$ cat config.mk
export PLATFORM = sky130hd
export DESIGN_NAME = multicycle_control
export DESIGN_NICKNAME = d
export VERILOG_FILES = /design/src/rtl/multicycle_control.sv
export SDC_FILE = /design/constraint.sdc
export NUM_CORES = 1
export LEC_CHECK = 0
export ABC_AREA = 1
export CAP_MARGIN = 10
export CORE_MARGIN = 3
export CORE_UTILIZATION = 45
export DETAILED_ROUTE_END_ITERATION = 8
export HOLD_SLACK_MARGIN = 0.05
export PLACE_DENSITY_LB_ADDON = 0.2
export SYNTH_ARGS = -nofsm -noshare
export SYNTH_HDL_FRONTEND = slang
export SYNTH_SLANG_ARGS = --single-unit
$ cat constraint.sdc
create_clock -name clk -period 3.3 [get_ports clk]
set_clock_uncertainty 0.15 [all_clocks]
set_input_delay 0.825 -clock clk [delete_from_list [all_inputs] [get_ports clk]]
set_output_delay 0.825 -clock clk [all_outputs]
set_load 0.05 [all_outputs]
$ cat src/rtl/multicycle_control.sv
// Sequencing controller for the multi-cycle RV32I core. Steps each
// instruction through FETCH/DECODE/EXEC/MEM/WB, drives the datapath
// enables and mux selects, counts retired instructions and parks in
// TRAP on an unsupported opcode until reset.
module multicycle_control #(
    parameter int CNT_WIDTH = 32
) (
    input  logic                 clk,
    input  logic                 rst,
    input  logic [6:0]           opcode,
    input  logic                 inst_ready,
    input  logic                 mem_ready,
    input  logic                 taken,
    output logic                 inst_req,
    output logic                 ir_write,
    output logic                 pc_write,
    output logic [1:0]           pc_src,
    output logic [1:0]           alu_a_sel,
    output logic                 alu_b_sel,
    output logic [1:0]           alu_op,
    output logic                 mem_read,
    output logic                 mem_write,
    output logic                 reg_write,
    output logic [1:0]           wb_sel,
    output logic [2:0]           state,
    output logic                 trap,
    output logic [CNT_WIDTH-1:0] instret
);

    typedef enum logic [2:0] {
        FETCH  = 3'd0,
        DECODE = 3'd1,
        EXEC   = 3'd2,
        MEM    = 3'd3,
        WB     = 3'd4,
        TRAP   = 3'd5
    } state_t;

    typedef enum logic [3:0] {
        C_R, C_I, C_LOAD, C_STORE, C_BRANCH,
        C_JAL, C_JALR, C_LUI, C_AUIPC, C_ILLEGAL
    } class_t;

    state_t cur_state;
    state_t next_state;
    class_t dec_class;
    class_t inst_class;
    logic   retire;

    logic [1:0] exec_a_sel;
    logic       exec_b_sel;
    logic [1:0] exec_alu_op;

    assign state = cur_state;

    // Classify the raw opcode; only consulted while in DECODE.
    always_comb begin
        dec_class = C_ILLEGAL;
        case (opcode)
            7'b0110011: dec_class = C_R;
            7'b0010011: dec_class = C_I;
            7'b0000011: dec_class = C_LOAD;
            7'b0100011: dec_class = C_STORE;
            7'b1100011: dec_class = C_BRANCH;
            7'b1101111: dec_class = C_JAL;
            7'b1100111: dec_class = C_JALR;
            7'b0110111: dec_class = C_LUI;
            7'b0010111: dec_class = C_AUIPC;
            default:    dec_class = C_ILLEGAL;
        endcase
    end

    // Hold the instruction class so later states do not depend on opcode.
    always_ff @(posedge clk or posedge rst) begin
        if (rst)
            inst_class <= C_ILLEGAL;
        else if (cur_state == DECODE)
            inst_class <= dec_class;
    end

    // ALU operand/op selection per class; shared by EXEC and WB so the
    // ALU result stays stable while it is being written back.
    always_comb begin
        exec_a_sel  = 2'd0;
        exec_b_sel  = 1'b0;
        exec_alu_op = 2'b00;
        case (inst_class)
            C_R:      begin exec_a_sel = 2'd0; exec_b_sel = 1'b0; exec_alu_op = 2'b10; end
            C_I:      begin exec_a_sel = 2'd0; exec_b_sel = 1'b1; exec_alu_op = 2'b10; end
            C_LOAD,
            C_STORE:  begin exec_a_sel = 2'd0; exec_b_sel = 1'b1; exec_alu_op = 2'b00; end
            C_BRANCH: begin exec_a_sel = 2'd0; exec_b_sel = 1'b0; exec_alu_op = 2'b01; end
            C_LUI:    begin exec_a_sel = 2'd2; exec_b_sel = 1'b1; exec_alu_op = 2'b00; end
            C_AUIPC:  begin exec_a_sel = 2'd1; exec_b_sel = 1'b1; exec_alu_op = 2'b00; end
            C_JALR:   begin exec_a_sel = 2'd0; exec_b_sel = 1'b1; exec_alu_op = 2'b00; end
            default:  begin exec_a_sel = 2'd0; exec_b_sel = 1'b0; exec_alu_op = 2'b00; end
        endcase
    end

    // State register.
    always_ff @(posedge clk or posedge rst) begin
        if (rst)
            cur_state <= FETCH;
        else
            cur_state <= next_state;
    end

    // Next-state and strobe decode; reset forces every strobe low so an
    // aborted instruction cannot leak a partial write.
    always_comb begin
        next_state = cur_state;
        inst_req   = 1'b0;
        ir_write   = 1'b0;
        pc_write   = 1'b0;
        pc_src     = 2'd0;
        alu_a_sel  = 2'd0;
        alu_b_sel  = 1'b0;
        alu_op     = 2'b00;
        mem_read   = 1'b0;
        mem_write  = 1'b0;
        reg_write  = 1'b0;
        wb_sel     = 2'd0;
        retire     = 1'b0;
        case (cur_state)
            FETCH: begin
                inst_req = 1'b1;
                if (inst_ready) begin
                    ir_write   = 1'b1;
                    next_state = DECODE;
                end
            end
            DECODE: begin
                next_state = (dec_class == C_ILLEGAL) ? TRAP : EXEC;
            end
            EXEC: begin
                alu_a_sel = exec_a_sel;
                alu_b_sel = exec_b_sel;
                alu_op    = exec_alu_op;
                case (inst_class)
                    C_LOAD, C_STORE: next_state = MEM;
                    C_BRANCH: begin
                        pc_write   = 1'b1;
                        pc_src     = taken ? 2'd1 : 2'd0;
                        retire     = 1'b1;
                        next_state = FETCH;
                    end
                    default: next_state = WB;
                endcase
            end
            MEM: begin
                mem_read  = (inst_class == C_LOAD);
                mem_write = (inst_class == C_STORE);
                if (mem_ready) begin
                    if (inst_class == C_STORE) begin
                        pc_write   = 1'b1;
                        retire     = 1'b1;
                        next_state = FETCH;
                    end else begin
                        next_state = WB;
                    end
                end
            end
            WB: begin
                alu_a_sel  = exec_a_sel;
                alu_b_sel  = exec_b_sel;
                alu_op     = exec_alu_op;
                reg_write  = 1'b1;
                pc_write   = 1'b1;
                retire     = 1'b1;
                next_state = FETCH;
                case (inst_class)
                    C_LOAD:  wb_sel = 2'd1;
                    C_JAL:   begin wb_sel = 2'd2; pc_src = 2'd1; end
                    C_JALR:  begin wb_sel = 2'd2; pc_src = 2'd2; end
                    default: wb_sel = 2'd0;
                endcase
            end
            TRAP: begin
                next_state = TRAP;
            end
            default: begin
                next_state = FETCH;
            end
        endcase
        if (rst) begin
            inst_req  = 1'b0;
            ir_write  = 1'b0;
            pc_write  = 1'b0;
            pc_src    = 2'd0;
            alu_a_sel = 2'd0;
            alu_b_sel = 1'b0;
            alu_op    = 2'b00;
            mem_read  = 1'b0;
            mem_write = 1'b0;
            reg_write = 1'b0;
            wb_sel    = 2'd0;
            retire    = 1'b0;
        end
    end

    // TRAP is only left through reset, so the flag is sticky by construction.
    assign trap = (cur_state == TRAP) && !rst;

    // Retired-instruction counter, wrapping naturally at all-ones.
    always_ff @(posedge clk or posedge rst) begin
        if (rst)
            instret <= '0;
        else if (retire)
            instret <= instret + CNT_WIDTH'(1);
    end

endmodule
; Word-level counts from Yosys, hierarchy flattened
; Memories as Yosys holds them, arrays and structs flattened.
; Index checks and enable logic that the tools add are counted.
[totals]
ff_bits = 39
latch_bits = 0
ram_bits = 0
rom_bits = 80
inputBits = 12
output_inout_bits = 51
elab_cells = 71
n_memories = 1
[op_classes]
n_addsub = 1
multipliers = 0
div = 0
magnitude_cmp = 0
eq_ne = 22
n_shift = 0
n_mux = 37
bitwise_logic = 0
reduce_logical = 7
[memory_table]
columns = memory, depth, word_bits, rd, rd_clocked_by_memory_dff, write_ports, line_no
row1 = (name not given), 16, 5, 1, 0, 0, 87  ; case (inst_class)
[op_table]
columns = op, n
row1 = case mux 4 bit (9 select lines), 1
row2 = "adder 32 x 1 -> 32 bit, second input constant", 1
row3 = "equality test 7 x 6 -> 1 bit, second input constant", 3
row4 = "equality test 7 bit, second input constant", 3
row5 = two-way mux 1 bit, 19
row6 = case mux 3 bit (5 select lines), 1
row7 = "equality test 7 x 5 -> 1 bit, second input constant", 2
row8 = two-way mux 2 bit, 7
row9 = "equality test 4 x 3 -> 1 bit, second input constant", 3
row10 = two-way mux 3 bit, 4
row11 = case mux 2 bit (2 select lines), 3
row12 = "equality test 4 x 2 -> 1 bit, second input constant", 2
row13 = "equality test 7 x 2 -> 1 bit, second input constant", 1
row14 = "equality test 3 x 2 -> 1 bit, second input constant", 2
row15 = "equality test 3 bit, second input constant", 2
row16 = case mux 3 bit (2 select lines), 1
row17 = OR reduction 2 bit, 3
row18 = "equality test 4 bit, second input constant", 1
row19 = "!= test 2 bit, second input constant", 2
row20 = "equality test 3 x 1 -> 1 bit, second input constant", 1
row21 = logical NOT 3 bit, 1
row22 = case mux 1 bit (3 select lines), 1
row23 = AND reduction 2 bit, 1
row24 = logical AND 1 bit, 1
row25 = logical NOT 1 bit, 1

; Logic depth before layout (Yosys ltp)
[depth]
depth_word = 5
ltp_mapped = 10
mapped_depth_nobuf = 10

; Worst setup path after synthesis
; Ideal clock, no wire load.
[synth_timing]
path_type = input -> output
from = input rst
to = output alu_a_sel[0]
arrival_ns = 3.654
required_ns = 2.325
setup_slack_ns = -1.329
path_stages = 4
path_buffers = 1
cell_sequence = buf_2 > inv_1 > nand2_1 > nor4_1
[synth_between]
elab_chain_len = 1
[synth_rtl]
columns = element, line_no
row1 = start: declaration, 9  ; input logic rst,
row2 = two-way mux 2 bit, 185  ; if (rst) begin
row3 = end: declaration, 18  ; output logic [1:0] alu_a_sel,
; Every way passes these cells.

; Worst setup path after layout
[layout_timing]
from = input rst
to = output wb_sel[1]
[layout_between]
elab_chain_len = 1
[layout_rtl]
columns = element, line_no
row1 = two-way mux 2 bit, 185
row2 = end: declaration, 24  ; output logic [1:0] wb_sel,
; Every way passes these cells.

==> out/results.txt <==
Status - completed
I/O pins - 63
# rows - 28
Crit path DAT - 2.08 ns
First-pass GRT wire length - 13.3 mm
Mapped Nets - 465
Via count - 2,966
CTS tree - yes
Clock Sink Count - 39
Max Clk Rate - 327 MHz
Worst R2R Start - inst_class[3]$_DFFE_PP1N_
Clk slew on worst S/H paths - 0.07 ns
Number of global-route vias before repair - 2,858
Main synth FF type - dfrtp_1
Fin util - 0.622
Hold_buf cts - 0
VDD IR max - 0.000426 V
Clk buf depth - 2
Post-route setup slack - 0.241 ns
Final hold vios - 0
Count of final setup violators - 0
Worst r2r path cells - 7
Via/cell ratio - 4.99
Post-DP HPWL - 6.05 mm
Share of cells above drive strength 1 - 0.106
Async S/R FF share, synth - 1.00
Reg-to-reg endpoint - instret[16]$_DFFE_PP0P_
Die width - 85.6 µm
# H-tree levels - 2
Post-synth design cell area - 2850 µm²
Setup Fix Bufs, Post-CTS - 0
Hold/Removal Path Class - reg2reg
Worst path top cell family by delay - buffers and inverters
Initial core utilization - 0.473
DIE AREA - 7320 µm²
DIE HEIGHT - 85.6 µm
Crit-path cells - clkdlybuf4s50_1, buf_4, a211oi_1, buf_12
Post-synthesis register bit count - 39
Worst setup path class - in2out
EDFF count, synth - 0
Clock root buffer - clkbuf_8
# placed instances - 586
Sequential cell area fraction in the yosys report - 0.344
Worst-skew pair later-pin latency - 0.29 ns
Worst hold start - inst_class[3]$_DFFE_PP1N_
Crit path launch type - input pin
Total power - 2.15 mW
RSZ-0062 raised after global routing - false
Distinct cell type count after synthesis - 28
Adder-Cell Fraction of Synth Area - 0.00439
FILL cells - 585
Crit path time final - 3.06 ns
Pre-antenna DRT Iters - 5
Final TNS setup - 0 ns
Post-Route WL - 7.64 mm
Placed inst area - 3660 µm²
Core Area - 6030 µm²
Worst slack, placed - 0.247 ns
Number of nets in the layout - 531
P per Cell Area - 574 nW/µm²
Slowest CP cell - clkdlybuf4s50_1
Residual DRC count - 0
Final Max Tran Viols - 0
Initial DRC Count - 143
Compound-gate portion of the synthesized area - 0.0562
Largest net degree at the start of global routing - 35
Final Hold Slack - 0.347 ns
Crit-path max FO - 9
Diodes inserted - 0
WL/cell - 12.9 µm
Setup crit end - wb_sel[1]
Period utilization - 0.927
Post-route ant nets - 0
Synth Instances - 452
Simple-gate share of the synthesized area - 0.473
CP bufs+invs - 3
Mux share of post-synthesis cell area - 0
Least-Margin Pin Slew - 1.16 ns
Max Cap Viol - 0
CTS Buf Count - 5
Max stage delay on crit path - 0.46 ns
WP depth - 4
Crit. Startpoint - rst
Routability cong. - 0.901
Max-slew headroom - 0.227
GRT Total Usage - 0.225
Resize count post-CTS - 0
GRT Residual Overflow - 0
Largest family of logic cells by synthesized area - simple AND/OR/NAND/NOR gates
Lkg Pwr - 1.67 nW
Required @ worst endpoint - 2.32 ns
Final Non-Filler Cells - 594
Initial antenna violation count - 0
CP endpoint kind - output pin
Design Area, Final - 3750 µm²
Post-Synth XOR/XNOR Area - 0.0492
P&R area growth vs syn - 31.5%
Buffers on Ports - 62
Syn Area/Cell - 6.30 µm²
R2R setup slack - 0.82 ns
Ys Warns - 0
[layout by cell type, fill, tap and decap left out, types with 5 or more instances in the layout]
master	Yosys	layout
buf_12	0	9
buf_4	0	11
clkbuf_8	0	5
clkdlybuf4s50_1	0	46
dfrtp_1	37	37
inv_1	34	33
nand2_1	209	208
nand3_1	11	11
nand3b_1	15	15
nor2_1	66	65
nor2_2	7	8
o21ai_0	14	14
xnor2_1	5	5
xor2_1	11	11
[sequential cells by signal (all words and copies together) (netlist names)]
register,cells
inst_class,4
instret,32
state,3
[cell usage after synthesis, types with 4 or more instances]
library cell  number  area (µm²)
nand2_1          209         785
nor2_1            66         248
dfrtp_1           37         926
inv_1             34         128
nand3b_1          15         113
o21ai_0           14        70.1
nand3_1           11        55.1
xor2_1            11        96.3
nor2_2             7        43.8
nor3_1             6        30.0
buf_6              5        56.3
xnor2_1            5        43.8
a21oi_1            4        20.0
inv_2              4        15.0
o21ai_2            4        35.0
[where the power goes]
| group | switching [mW] | internal, mW |
|---|---|---|
| clock network | 0.171 | 0.149 |
| logic | 0.762 | 0.358 |
| registers | 0.128 | 0.582 |
[tightest hold or removal path: stages (launching register included)]
cell	delay (ns)
dfstp_2	0.38
nand2_1	0.06
nand2_1	0.05
[worst min path at each step]
stage / end / slack [ns] / cells past startpoint
4_1_cts: inst_class[3]$_DFFE_PP1N_ / 0.35 / 2
3_5_place_dp: inst_class[3]$_DFFE_PP1N_ / 0.34 / 2
2_1_floorplan: inst_class[3]$_DFFE_PP1N_ / 0.31 / 2
5_1_grt: inst_class[0]$_DFFE_PP1N_ / 0.39 / 2
3_3_place_gp: inst_class[3]$_DFFE_PP1N_ / 0.32 / 2
6_report: inst_class[3]$_DFFE_PP1N_ / 0.35 / 2
[routing by layer]
metal | wire length (µm) | track usage | vias up
li1 | - | - | 1538
met1 | 3380 | 0.302 | 1323
met5 | 0 | 0 | -
met3 | 385 | 0.0355 | 19
met2 | 3670 | 0.367 | 86
met4 | 201 | 0.0878 | 0
[layout make-up]
| type | instances | area (µm²) | area share |
|---|---|---|---|
| Tap cell | 75 | 93.8 | 0.0251 |
| Sequential cell | 39 | 978 | 0.261 |
| Clock buffer | 7 | 76.3 | 0.0204 |
| Multi-Input combinational cell | 368 | 1720 | 0.460 |
| Inverter | 38 | 146 | 0.0391 |
| Timing Repair Buffer | 66 | 723 | 0.193 |
| Clock inverter | 1 | 5.00 | 0.00134 |
[kinds of logic (layout without fill, tap and decap cells)]
| kind of cell | Yosys count | after routing |
|---|---|---|
| xor gates and xnor gates | 16 | 16 |
| adders and majority gates | 1 | 1 |
| DFF | 39 | 39 |
| and+or+nand+nor | 324 | 324 |
| buffers and inverters | 45 | 112 |
| AOI/OAI and AO/OA | 27 | 27 |
No activity file was read; power rests on OpenSTA's default activity.
